File: src/rtl/rng_pkg.sv
// Shared constants and reader FSM encoding for the random-bit storage consumer.
`timescale 1ns/1ps
package rng_pkg;
  localparam int CHUNK_BITS   = 16;
  localparam int WORD_BITS    = 32;
  localparam int DEFAULT_BITS = 256;

  typedef enum logic [1:0] {
    ST_IDLE = 2'd0,
    ST_LOW  = 2'd1,
    ST_HIGH = 2'd2,
    ST_PUSH = 2'd3
  } rd_state_e;
endpackage

File: src/rtl/rng_word_fifo.sv
// Synchronous first-word-fall-through FIFO; dout shows the head word whenever not empty.
`timescale 1ns/1ps
module rng_word_fifo #(
  parameter int WIDTH = 32,
  parameter int DEPTH = 4
) (
  input  logic                     clk_i,
  input  logic                     rst_i,
  input  logic                     push_i,
  input  logic                     pop_i,
  input  logic [WIDTH-1:0]         din_i,
  output logic [WIDTH-1:0]         dout_o,
  output logic [$clog2(DEPTH):0]   level_o,
  output logic                     full_o,
  output logic                     empty_o
);
  localparam int AW = $clog2(DEPTH);
  localparam int LW = AW + 1;

  logic [WIDTH-1:0] mem_q [DEPTH];
  logic [AW-1:0]    wr_ptr_q;
  logic [AW-1:0]    rd_ptr_q;
  logic [LW-1:0]    level_q;

  always_ff @(posedge clk_i or posedge rst_i) begin
    if (rst_i) begin
      wr_ptr_q <= '0;
      rd_ptr_q <= '0;
      level_q  <= '0;
    end else begin
      if (push_i) wr_ptr_q <= wr_ptr_q + 1'b1;
      if (pop_i)  rd_ptr_q <= rd_ptr_q + 1'b1;
      case ({push_i, pop_i})
        2'b10:   level_q <= level_q + 1'b1;
        2'b01:   level_q <= level_q - 1'b1;
        default: level_q <= level_q;
      endcase
    end
  end

  // Storage array carries no reset; dout is forced to zero while empty instead.
  always_ff @(posedge clk_i) begin
    if (push_i) mem_q[wr_ptr_q] <= din_i;
  end

  assign empty_o = (level_q == '0);
  assign full_o  = (level_q == LW'(DEPTH));
  assign level_o = level_q;
  assign dout_o  = empty_o ? '0 : mem_q[rd_ptr_q];
endmodule

File: src/rtl/rng_word_reader.sv
// Pulls 16-bit chunks from the random-bit storage, pairs them into 32-bit words
// and buffers the words for the host behind a valid/ready handshake.
`timescale 1ns/1ps
module rng_word_reader
  import rng_pkg::*;
#(
  parameter int BITS       = DEFAULT_BITS,
  parameter int CHUNK      = CHUNK_BITS,
  parameter int FIFO_DEPTH = 4
) (
  input  logic                          i_clock,
  input  logic                          i_rst,
  input  logic                          i_enb,
  input  logic                          i_bitValid,
  input  logic [WORD_BITS-1:0]          i_read,
  output logic                          o_read16,
  // Host handshake: o_data/o_valid hold steady until the cycle where
  // o_valid && i_ready, at which edge the head word is consumed.
  output logic [WORD_BITS-1:0]          o_data,
  output logic                          o_valid,
  input  logic                          i_ready,
  output logic [$clog2(FIFO_DEPTH):0]   o_level,
  output logic [$clog2(BITS):0]         o_avail,
  output logic [1:0]                    o_state
);
  localparam int AW = $clog2(BITS) + 1;
  localparam int SW = AW + 1;
  localparam int LW = $clog2(FIFO_DEPTH) + 1;

  rd_state_e      state_q;
  logic [AW-1:0]  avail_q, avail_d;
  logic [SW-1:0]  avail_sum;
  logic [CHUNK-1:0] lo_q, hi_q;
  logic           strobe_prev_q;
  logic           have_chunk;
  logic           read16;
  logic           push;
  logic           pop;
  logic           fifo_full;
  logic           fifo_empty;
  logic           slot_after_push;
  logic [LW-1:0]  level;
  logic           unused_read_hi;

  assign unused_read_hi = ^i_read[WORD_BITS-1:CHUNK];

  assign have_chunk = (avail_q >= AW'(CHUNK));
  // Strobe only from registered state; the HIGH gap gives storage a cycle to advance.
  assign read16 = have_chunk &&
                  ((state_q == ST_LOW) || ((state_q == ST_HIGH) && !strobe_prev_q));
  assign push = (state_q == ST_PUSH);
  assign pop  = o_valid && i_ready;
  assign slot_after_push = (level < LW'(FIFO_DEPTH - 1)) || pop;

  always_comb begin
    avail_sum = {1'b0, avail_q} + {{AW{1'b0}}, i_bitValid};
    if (read16) avail_sum = avail_sum - SW'(CHUNK);
    avail_d = '0;
    if (i_enb) avail_d = (avail_sum > SW'(BITS - 1)) ? AW'(BITS - 1) : avail_sum[AW-1:0];
  end

  always_ff @(posedge i_clock or posedge i_rst) begin
    if (i_rst) avail_q <= '0;
    else       avail_q <= avail_d;
  end

  always_ff @(posedge i_clock or posedge i_rst) begin
    if (i_rst) begin
      state_q       <= ST_IDLE;
      lo_q          <= '0;
      hi_q          <= '0;
      strobe_prev_q <= 1'b0;
    end else begin
      strobe_prev_q <= read16;
      if (!i_enb) begin
        state_q <= ST_IDLE;
      end else begin
        case (state_q)
          ST_IDLE: if (!fifo_full) state_q <= ST_LOW;
          ST_LOW: begin
            if (read16) begin
              lo_q    <= i_read[CHUNK-1:0];
              state_q <= ST_HIGH;
            end
          end
          ST_HIGH: begin
            if (read16) begin
              hi_q    <= i_read[CHUNK-1:0];
              state_q <= ST_PUSH;
            end
          end
          ST_PUSH: state_q <= slot_after_push ? ST_LOW : ST_IDLE;
          default: state_q <= ST_IDLE;
        endcase
      end
    end
  end

  rng_word_fifo #(
    .WIDTH (WORD_BITS),
    .DEPTH (FIFO_DEPTH)
  ) u_fifo (
    .clk_i   (i_clock),
    .rst_i   (i_rst),
    .push_i  (push),
    .pop_i   (pop),
    .din_i   ({hi_q, lo_q}),
    .dout_o  (o_data),
    .level_o (level),
    .full_o  (fifo_full),
    .empty_o (fifo_empty)
  );

  assign o_valid  = !fifo_empty;
  assign o_level  = level;
  assign o_avail  = avail_q;
  assign o_read16 = read16;
  assign o_state  = state_q;
endmodule

File: config.mk
export PLATFORM = sky130hd
export DESIGN_NAME = rng_word_reader
export DESIGN_NICKNAME = d
export VERILOG_FILES = /design/src/rtl/rng_pkg.sv /design/src/rtl/rng_word_fifo.sv /design/src/rtl/rng_word_reader.sv
export SDC_FILE = /design/constraint.sdc
export NUM_CORES = 1
export LEC_CHECK = 0
export ABC_AREA = 1
export ABC_CLOCK_PERIOD_IN_PS = 4810
export BUFFER_PORTS_ARGS = -buffer_cell sky130_fd_sc_hd__buf_2
export CAP_MARGIN = 0
export CORE_AREA = 10 10 145 107
export CTS_BUF_LIST = sky130_fd_sc_hd__clkbuf_8
export CTS_CLUSTER_SIZE = 40
export DETAILED_ROUTE_END_ITERATION = 12
export DIE_AREA = 0 0 155 117
export PLACE_DENSITY = 0.85
export SLEW_MARGIN = 20
export SYNTH_ARGS = -nofsm -noshare
export SYNTH_HDL_FRONTEND = slang
export SYNTH_SLANG_ARGS = --single-unit
File: constraint.sdc
create_clock -name i_clock -period 4.81 [get_ports i_clock]
set_input_delay 0.481 -clock i_clock [delete_from_list [all_inputs] [get_ports i_clock]]
set_output_delay 0.481 -clock i_clock [all_outputs]
set_load 0.02 [all_outputs]
==> flow_metrics.py <==
metrics = {
    "power_and_ir_drop": {
        "power.switching_mw": 2.18,
        "leakage_nw": 3.46,
        "ir_worst_vdd_mv": 0.349,
        "clock_power_share_pct": 19.1,
        "power_frac_seq_pct": 42.9,
        "finalPower_mw": 5.24,
        "pwr_density_cell_nw_per_um2": 626,
        "switching_share_pct": 41.6,
        "p_comb_share_pct": 38.0,
        "intPower_mw": 3.06,
    },
    "setup_path": {
        "crit_buf_inv": 2,
        "crit_family": "buffers and inverters",
        "path_class": "flop to primary output",
        "crit_required_ns": 4.33,
        "path_cells": "inv_2 -> o21ai_0 -> a21oi_1 -> buf_2",
        "ff2ff_setup_slack_ns": 2.28,
        "slowest_stage": "inv_2",
        "crit_path_start_kind": "flop",
        "cp_max_fo": 64,
        "endpoint_kind": "primary output",
        "worstPathArrival_ns": 2.46,
        "slowest_delay_ns": 0.69,
    },
    "yosys": {
        "yosys.area.top_type_share_pct": 51.5,
        "synth_cell_types": 29,
        "synth_edf_count": 128,
        "yosysMostFrequentCell": "nor2_1",
        "synth_flop_cell": "edfxtp_1",
        "ys_seq_area_share_pct": 68.6,
        "synth_top_cell_by_area": "edfxtp_1",
        "yosys-top-cells-area": "edfxtp_1 (52%), dfrtp_1 (17%), nor2_1 (7.0%), o21ai_0 (6.3%), nand2_1 (3.7%)",
        "synth.top_cells.by_count": "nor2_1 (139), edfxtp_1 (128), o21ai_0 (94), nand2_1 (74), inv_1 (56)",
        "netlist_instances": 683,
        "async_flop_share_pct": 28.5,
        "yosys_warnings": 0,
        "syn-num-nets": 733,
        "syn_area_um2": 7460,
        "avgSynthCellArea_um2": 10.9,
        "synth-seq-cells": 179,
    },
    "clock_network": {
        "clock_latency_ns": 0.45,
        "clkSlewWorstSetupHoldPaths_ns": 0.09,
        "cts_tree": "done",
        "htreeDepth": 4,
        "cts.path.max_buffers": 2,
        "cts_made_buffers": 17,
        "post_cts_buffers": 0,
        "hold_buffers": 0,
        "ctsRootBufferMaster": "clkbuf_8",
        "cts_resized": 0,
        "cts_sinks": 179,
    },
    "timing": {
        "rsz0062_at_grt": "false",
        "min_period_over_period_pct": 61.1,
        "finalHoldViolCount": 0,
        "setup_viol": 0,
        "drv_slew": 0,
        "tightest_slew_ns": 0.961,
        "setup_slack_ns": 1.87,
        "setup_tns_ns": 0,
        "slew_headroom_pct": 35.8,
        "max_freq_mhz": 340,
        "fin_crit_ns": 2.94,
        "fin_skew_ns": 0.0114,
    },
    "routing": {
        "viasPerCell": 5.56,
        "drt_wl_total_mm": 16.3,
        "drt_iter0_markers": 560,
        "wire_per_inst_um": 17.6,
        "firstDrtPassIters": 6,
        "via_count": 5151,
        "ant_nets": 0,
        "drt_drc_violations_left": 0,
    },
    "outcome": {
        "status": "completed",
    },
    "floorplanning": {
        "row_count": 35,
        "pin_count": 85,
        "core_um2": 12800,
        "initial_core_util_pct": 58.1,
        "dieArea_um2": 18100,
        "die_h_um": 117,
        "dieWidth_um": 155,
    },
    "hold_path": {
        "min_path_type": "input pin to async pin",
    },
    "placement": {
        "place_area_um2": 7950,
        "io_buffers": 68,
        "dp_slack_ns": 2.01,
        "dp.final_hpwl_mm": 10.3,
        "gp_congestion": 0.822,
    },
    "run": {
        "max_cap_viol_count": 0,
    },
    "layout": {
        "antenna_cells": 0,
        "final_core_util_pct": 65.1,
        "final_cell_area_um2": 8360,
        "nets": 798,
        "drive_gt1_share_pct": 17.3,
        "area_growth_pct": 12.0,
    },
    "global_route": {
        "grt_max_degree": 67,
        "grt_usage_pct": 18.3,
        "grt_antenna_before_repair": 0,
        "grt_pass1_wl_mm": 25.9,
        "first_global_vias": 5117,
        "grt_overflow": 0,
    },
}
[flip-flops by register name, indices dropped and copies added, names as in the netlist]
name             flops
u_fifo.mem_q       128
o_avail              9
lo_q                16
hi_q                16
o_state              2
strobe_prev_q        1
u_fifo.level_o       3
u_fifo.wr_ptr_q      2
u_fifo.rd_ptr_q      2
[power groups by stage]
stage / logic [mW] / registers, mW / clock network, mW
final: 1.99 / 2.25 / 1.00
after global routing: 2.21 / 2.29 / 1.07
after CTS: 2.00 / 2.24 / 1.01
after detailed placement: 1.99 / 2.27 / 0
after global placement: 1.90 / 2.25 / 0
after floorplan: 1.31 / 2.25 / 0
[cells in the final DEF (no fill, tap or decap), types with 6 or more instances in the layout]
master / n
nor2_1: 139
nand2_2: 6
inv_1: 54
o21ai_0: 94
ha_1: 12
edfxtp_1: 128
buf_2: 68
a21oi_1: 34
buf_4: 9
clkbuf_8: 17
nand3_1: 17
o21ai_1: 11
dfrtp_1: 50
nand2_1: 74
xor2_1: 6
[per-layer routing]
metal  vias to the layer above  track usage (%)  part of all wire, %
li1                       2412                -                    -
met1                      2451             22.8                   41
met2                       258             30.3                   48
met3                        30             4.82                  9.5
met4                         0             7.09                  1.5
met5                         -                0                    0
[per-stage QoR]
step | hold WS (ns) | instances
after detailed placement | 0.498 | 895
after global placement | 0.486 | 895
after floorplan | 0.476 | 683
after global routing | 0.230 | 927
final | 0.195 | 927
after CTS | 0.212 | 927
[cells by family after synthesis]
family,count (synthesis),synth area share (%)
simple gates,247,13.5
compound gates,142,9.69
buf+inv,92,4.76
other cells,1,0.0503
fa+ha+maj,13,2.28
flops,179,68.6
xor+xnor,9,1.06
[worst reg2reg max path, stage by stage, from the launching register on]
cell and delay [ns]:
dfrtp_1 0.45, inv_1 0.11, ha_1 0.20, inv_1 0.06, o21ai_0 0.20, nand2_1 0.21
inv_2 0.18, nand3_2 0.50, o21ai_0 0.50
[cell type report]
| class | count | area, um^2 |
|---|---|---|
| repair buffers | 77 | 408 |
| inverters | 61 | 229 |
| clock inverters | 15 | 164 |
| flip-flops and latches | 179 | 5120 |
| fillers | 884 | 4470 |
| multi-input cells | 412 | 2000 |
| well taps | 166 | 208 |
| clock buffers | 17 | 234 |
[worst paths after layout]
| check | startpoint | to | depth (start not counted) |
|---|---|---|---|
| hold reg to reg | lo_q[5] | u_fifo.mem_q[3][5] | 0 |
| hold / removal | i_rst | lo_q[3] | 3 |
| setup reg to reg | o_state[0] | lo_q[13] | 8 |
| min in group i_clock | i_read[14] | lo_q[14] | 3 |
| setup / recovery | u_fifo.rd_ptr_q[0] | o_data[23] | 4 |
| max in group asynchronous | i_rst | u_fifo.rd_ptr_q[0] | 3 |
Power figures use the tool's default switching activity.
